<file path="config.mk">
export PLATFORM = sky130hd
export DESIGN_NAME = hold_level_driver
export DESIGN_NICKNAME = d
export VERILOG_FILES = /design/src/rtl/hold_level_pkg.sv /design/src/rtl/hold_timer.sv /design/src/rtl/hold_level_driver.sv
export SDC_FILE = /design/constraint.sdc
export NUM_CORES = 1
export LEC_CHECK = 0
export ABC_AREA = 1
export CORE_ASPECT_RATIO = 1.4
export CORE_UTILIZATION = 35
export CTS_CLUSTER_DIAMETER = 120
export CTS_CLUSTER_SIZE = 10
export DETAILED_ROUTE_END_ITERATION = 7
export SYNTH_ARGS = -nofsm -noshare
export SYNTH_HDL_FRONTEND = slang
export SYNTH_SLANG_ARGS = --single-unit
</file>
<file path="constraint.sdc">
create_clock -name clock -period 2.2 [get_ports clock]
set_input_delay 0.55 -clock clock [delete_from_list [all_inputs] [get_ports clock]]
set_output_delay 0.55 -clock clock [all_outputs]
set_load 0.02 [all_outputs]
</file>
<file path="src/rtl/hold_level_pkg.sv">
// Shared types and constants for the hold-level driver and its debouncing receiver.
// Both sides take DEFAULT_N from here so their hold times agree.
package hold_level_pkg;

  localparam int DEFAULT_N = 8;

  typedef enum logic [1:0] {
    IDLE  = 2'd0,
    HOLD  = 2'd1,
    PULSE = 2'd2
  } state_e;

  // Wide enough to hold N itself, so the count never wraps.
  function automatic int timer_width(input int n);
    return $clog2(n + 1);
  endfunction

endpackage

</file>
<file path="src/rtl/hold_timer.sv">
// Hold-time counter shared by the HOLD and PULSE states of hold_level_driver.
// load presets the count to 1, clr presets it to 0, en advances it; done flags count == N-1.
module hold_timer
  import hold_level_pkg::*;
#(
  parameter int N = DEFAULT_N
) (
  input  logic clock,
  input  logic reset,
  input  logic load,
  input  logic clr,
  input  logic en,
  output logic done
);

  localparam int TW = timer_width(N);
  localparam logic [TW-1:0] LAST = TW'(N - 1);

  logic [TW-1:0] timer_q;
  logic [TW-1:0] timer_d;

  always_comb begin
    timer_d = timer_q;
    if (load) begin
      timer_d = TW'(1);
    end else if (clr) begin
      timer_d = '0;
    end else if (en && (timer_q != LAST)) begin
      timer_d = timer_q + TW'(1);
    end
  end

  always_ff @(posedge clock) begin
    if (reset) begin
      timer_q <= '0;
    end else begin
      timer_q <= timer_d;
    end
  end

  assign done = (timer_q == LAST);

endmodule

</file>
<file path="src/rtl/hold_level_driver.sv">
// Drives a level line so every level is held at least N clocks; optional N-cycle
// pulse requests are enabled by defining HOLD_PULSE_EN.
module hold_level_driver
  import hold_level_pkg::*;
#(
  parameter int N    = DEFAULT_N,
  parameter bit INIT = 1'b0,
  parameter int CW   = 16
) (
  input  logic          clock,
  input  logic          reset,
  input  logic          req_valid,
  input  logic          req_level,
`ifdef HOLD_PULSE_EN
  input  logic          req_pulse,
`endif
  output logic          req_ready,
  output logic          line_out,
  output logic          busy,
  output logic [CW-1:0] trans_cnt
);

  state_e        state_q;
  state_e        state_d;
  logic          line_q;
  logic          line_d;
  logic [CW-1:0] trans_q;
  logic [CW-1:0] trans_d;
  logic          t_load;
  logic          t_clr;
  logic          t_en;
  logic          t_done;

  hold_timer #(
    .N(N)
  ) u_timer (
    .clock(clock),
    .reset(reset),
    .load (t_load),
    .clr  (t_clr),
    .en   (t_en),
    .done (t_done)
  );

  always_comb begin
    state_d = state_q;
    line_d  = line_q;
    t_load  = 1'b0;
    t_clr   = 1'b0;
    t_en    = 1'b0;
    case (state_q)
      IDLE: begin
        if (req_valid) begin
`ifdef HOLD_PULSE_EN
          // Pulse starts its count at 0 so the pulsed level is held a full N cycles.
          if (req_pulse) begin
            line_d  = ~line_q;
            t_clr   = 1'b1;
            state_d = PULSE;
          end else
`endif
          if (req_level != line_q) begin
            line_d  = req_level;
            t_load  = 1'b1;
            state_d = HOLD;
          end
        end
      end
      HOLD: begin
        if (t_done) begin
          t_clr   = 1'b1;
          state_d = IDLE;
        end else begin
          t_en = 1'b1;
        end
      end
`ifdef HOLD_PULSE_EN
      PULSE: begin
        if (t_done) begin
          line_d  = ~line_q;
          t_load  = 1'b1;
          state_d = HOLD;
        end else begin
          t_en = 1'b1;
        end
      end
`endif
      default: begin
        t_clr   = 1'b1;
        state_d = IDLE;
      end
    endcase
  end

  // Every change of the line counts once; a pulse therefore counts twice.
  always_comb begin
    trans_d = trans_q;
    if ((line_d != line_q) && (trans_q != '1)) begin
      trans_d = trans_q + CW'(1);
    end
  end

  always_ff @(posedge clock) begin
    if (reset) begin
      state_q <= IDLE;
      line_q  <= INIT;
      trans_q <= '0;
    end else begin
      state_q <= state_d;
      line_q  <= line_d;
      trans_q <= trans_d;
    end
  end

  assign req_ready = (state_q == IDLE);
  assign busy      = (state_q != IDLE);
  assign line_out  = line_q;
  assign trans_cnt = trans_q;

endmodule

</file>
# Yosys cells after proc, flatten, opt, wreduce, memory -nomap -nowiden
# Index checks and enable logic that the tools add are counted.
dict set report op_classes {
  magnitude_cmp 0
  n_addsub 2
  n_mul 0
  n_eq_ne 9
  n_bitwise 0
  muxes 17
  reduce_logical 7
  shifts 0
  div_mod_pow 0
}
# cell count
set op_table {}
lappend op_table {{$add 16x1->16 const B} 1}
lappend op_table {{$ne 16x16->1 const B} 1}
lappend op_table {{$mux 1} 12}
lappend op_table {{$mux 2} 3}
lappend op_table {{$add 4x1->4 const B} 1}
lappend op_table {{$eq 4x3->1 const B} 1}
lappend op_table {{$ne 2x2->1 const B} 2}
lappend op_table {{$ne 4x3->1 const B} 1}
lappend op_table {{$pmux 2 s2} 1}
lappend op_table {{$reduce_and 3->1} 1}
lappend op_table {{$reduce_bool 3->1} 1}
lappend op_table {{$reduce_or 3->1} 1}
lappend op_table {{$eq 2x1->1 const B} 1}
lappend op_table {{$logic_and 1x1->1} 2}
lappend op_table {{$logic_not 2->1} 1}
lappend op_table {{$ne 1x1->1} 2}
lappend op_table {{$ne 2x1->1 const B} 1}
lappend op_table {{$pmux 1 s2} 1}
lappend op_table {{$reduce_bool 2->1} 1}
dict set report word_totals {
  output_inout_bits 19
  latchBits 0
  ramBits 0
  elab_cells 40
  memories 0
  input_bits 4
  regBits 23
  romBits 0
}

# Depth between registers and ports, before layout
dict set report logic_depth {
  word_depth 7
  mapped_depth 10
  ltp_nobuf 10
}

# Modules after synthesis
# A second synthesis with hierarchy kept.
dict set report hier_totals {
  hier_cells 194
  hier_area_um2 1281.2
}
# mod cells_per_inst seq_area_each_um2 instances area_per_inst_um2
set modules_own_cells {}
lappend modules_own_cells {hold_level_driver 159 360.3 1 1059.8}
lappend modules_own_cells {hold_timer 35 80.1 1 221.5}

# Least setup slack after synthesis
# Ideal clock, no wire load.
dict set report synth_timing {
  path_type {reg2reg}
  from {reg trans_q[0], in the netlist trans_cnt[0]}
  to {reg trans_q[11], in the netlist trans_cnt[11]}
  slack_ps 625
  arrival_time_ps 1442
  path_buffers 1
  path_stages_with_launch 10
  required_time_ps 2067
  period_less_slack_ps 1575
  setup_ps 133
  path_cell_list {dfxtp_1 > ha_1 > nand2_1 > nor2_1 > nand2_2 > nor2_2 > nor2_4 > buf_6 > nand2_1 > a21oi_2}
}
dict set report synth_via {
  elab_chain_cells 2
  word_cells_on_any_way 3
}
# element line_no
set synth_rtl {}
lappend synth_rtl {{start, declared} hold_level_driver.sv:27} ;# logic [CW-1:0] trans_q;
lappend synth_rtl {{start signal, assigned} hold_level_driver.sv:111} ;# trans_q <= trans_d;
lappend synth_rtl {{branches (longest 2 deep; another with $add 16x1->16)} --}
# Several ways; the timed one is not identified.
# A chain may end at the register's enable or synchronous reset.

# Worst setup path after layout
dict set report layout_timing {
  from {reg state_q[0]}
  to {out req_ready}
}
dict set report layout_via {
  elab_chain_cells 1
}
# element line_no
set layout_rtl {}
lappend layout_rtl {{start, declared} hold_level_driver.sv:23} ;# state_e state_q;
lappend layout_rtl {{start signal, assigned} hold_level_driver.sv:109} ;# state_q <= state_d;
lappend layout_rtl {{$logic_not 2->1} hold_level_driver.sv:115} ;# assign req_ready = (state_q == IDLE);
lappend layout_rtl {{end, declared} hold_level_driver.sv:17} ;# output logic req_ready,
# No other way between the ends.

==> flow_summary.json <==
{
  "synth.cell_area_um2": 1216,
  "yosysUniqueCellTypes": 24,
  "layout-drive-gt1-share_pct": 8.293,
  "final_common_cell": "nand2_1",
  "synth_area_per_cell_um2": 6.719,
  "mapped_cells": 181,
  "clock_path_buffers": 2,
  "worst_skew_pair.late_latency_ps": 260,
  "placedInstanceArea_um2": 1475,
  "finalClockSkew_ps": 0.9623,
  "antennaDiodeCount": 0,
  "ios": 23,
  "grtUsageTotal_pct": 16.79,
  "most-common-layout-cells": "nand2_1, nor2_1, clkdlybuf4s50_1, dfxtp_1, inv_1",
  "global_route.overflow_total": 0,
  "timing.critical_path.from_type": "flop",
  "yosys_warnings": 0,
  "top_layer": "met4",
  "cp_max_fo": 6,
  "grt_setup_unrepaired": "no",
  "synth_enable_flop_cells": 0,
  "synth_top_family_by_area": "simple AND/OR/NAND/NOR gates",
  "drt_wl_total_um": 2767,
  "die_area_um2": 3718,
  "postRouteAntennaNets": 0,
  "design_area_um2": 1516,
  "clock_sink_count": 22,
  "met2_length_um": 1531,
  "net-switching-power_mw": 0.1957,
  "wl_met3_um": 65,
  "layout.nets": 213,
  "routed_len_inst_um": 11.29,
  "yosys.area_share.adder_pct": 2.058,
  "cts_max_level": 1,
  "pwr_density_cell_nw_per_um2": 503.1,
  "first_pass_grt_wire_length_um": 4740,
  "synth_xor_xnor_area_share_pct": 5.041,
  "core-area_um2": 3347,
  "port_buffers": 22,
  "final.period_utilization_pct": 86.88,
  "setup_tns_ps": 0,
  "setup_viol_count_final": 0,
  "clk_pin_slew_ps": 80,
  "die_height_um": 71.75,
  "gpl.final_weighted_congestion": 0.8921,
  "cp_data_required_time_ps": 1650,
  "dpl.hpwl_um": 2106,
  "status": "finished clean",
  "initial_utilization_pct": 36.34,
  "switching_share_pct": 25.65,
  "first_iter_violations": 16,
  "worstPathArrival_ps": 1360,
  "post_cts_hold_buffer_count": 0,
  "synth_compound_gate_area_share_pct": 10.39,
  "endpoint_kind": "output pin",
  "rows": 25,
  "synth_simple_gate_area_share_pct": 38.89,
  "initial_antenna_violation_count": 0,
  "number_of_global_route_vias_before_repair": 1166,
  "seq_power_share_pct": 54.7,
  "ctsRootBufferMaster": "clkbuf_8",
  "timing.max_slew.rel_slack_pct": 69.12,
  "routed-via-count": 1191,
  "vdd_ir_drop_max_mv": 0.3123,
  "worst-r2r-setup-slack_ps": 500,
  "post_cts.repair.setup_buffers": 0,
  "final_max_slew_viol_count": 0,
  "route.layer.met1.wl_um": 1119,
  "vias_per_cell": 4.861,
  "floorplan.die.width_um": 51.82,
  "power.share.combinational_pct": 12.4,
  "synthArstFlopShare_pct": 0,
  "min_period_ps": 1911,
  "synth_nets": 187,
  "area_delta_synth_final_pct": 24.69,
  "grt_max_degree": 18,
  "firstDrtPassIters": 4,
  "worstMarginPinSlew_ps": 463.1,
  "tritoncts_clock_tree": "built",
  "worst-setup-path-type": "flop to output pin",
  "clock_power_share_pct": 32.9,
  "synthFlopType": "dfxtp_1",
  "yosysSeqAreaShare_pct": 36.21,
  "internal_power_mw": 0.5672,
  "fillers": 355,
  "worst_hold_path_type": "flop to flop",
  "fmax_mhz": 523.2,
  "cts_resized": 0,
  "synth-seq-cells": 22,
  "power.static_leakage_nw": 0.5608,
  "cts_made_buffers": 3,
  "hold_viol": 0,
  "drc_errors_left": 0,
  "maxCapViolations": 0,
  "synth.mux.area_fraction_pct": 0
}
state kept, by name, indices dropped and copies added (netlist names):
signal           cells
u_timer.timer_q      4
state_q              1
line_out             1
trans_cnt           16
cell usage after synthesis (3+ instances only):
master	instances	area share (%)
dfxtp_1	22	36
nor2_2	4	2.1
xor2_1	5	3.6
nand3_1	12	4.9
inv_1	17	5.2
a21oi_2	3	2.2
o21ai_0	3	1.2
nand4_1	3	1.5
a21oi_1	14	5.8
nand2_1	55	17
nor2_1	25	7.7
per-stage QoR:
stage	hold WS (ps)	power [mW]	util (%)	cells	worst slack (ps)
detailed placement	476.7	0.5232	44.07	242	72.84
global route	517.5	0.8001	45.31	245	235.5
global placement	472.0	0.5199	44.07	242	152.4
CTS	488.0	0.7790	45.31	245	268.5
finish	481.7	0.7629	45.31	245	288.6
floorplan	452.5	0.4894	-	181	624.9
kinds of logic (layout without fill, tap and decap cells):
| group | Yosys count | count (layout) |
|---|---|---|
| buffers and inverters | 20 | 44 |
| adders and majority gates | 2 | 2 |
| AOI/OAI and AO/OA | 22 | 22 |
| xor gates and xnor gates | 7 | 7 |
| and+or+nand+nor | 108 | 108 |
| DFF | 22 | 22 |
power groups by stage:
| stage | sequential (mW) | combinational, mW | clock (mW) |
|---|---|---|---|
| after detailed placement | 0.427 | 0.0965 | 0 |
| after floorplan | 0.432 | 0.0570 | 0 |
| final | 0.417 | 0.0945 | 0.251 |
| after CTS | 0.417 | 0.0965 | 0.265 |
| after global routing | 0.419 | 0.105 | 0.276 |
| after global placement | 0.426 | 0.0934 | 0 |
critical path: stages, from the launching register on:
cell,delay [ps]
dfxtp_1,370
inv_1,120
clkdlybuf4s50_1,610
cell type report:
class | count | area [um^2] | share of cell area [%]
Multi-Input combinational cell | 139 | 685.7 | 45.21
Sequential cell | 22 | 440.4 | 29.04
Timing Repair Buffer | 24 | 235.2 | 15.51
Inverter | 17 | 63.81 | 4.208
Tap cell | 40 | 50.05 | 3.300
Clock buffer | 3 | 41.29 | 2.723
final timing paths:
check / cells after the start / start / endpoint
max reg2reg: 7 / trans_cnt[0] / trans_cnt[9]
min: 2 / u_timer.timer_q[1] / u_timer.timer_q[1]
max: 2 / state_q[0] / req_ready
min reg2reg: 2 / u_timer.timer_q[1] / u_timer.timer_q[1]
routing by layer:
layer | up-vias | track usage, %
li1 | 623 | -
met1 | 547 | 17.43
met2 | 17 | 30.63
met3 | 4 | 1.486
met4 | 0 | 11.11
met5 | - | 0
Power figures use the tool's default switching activity.
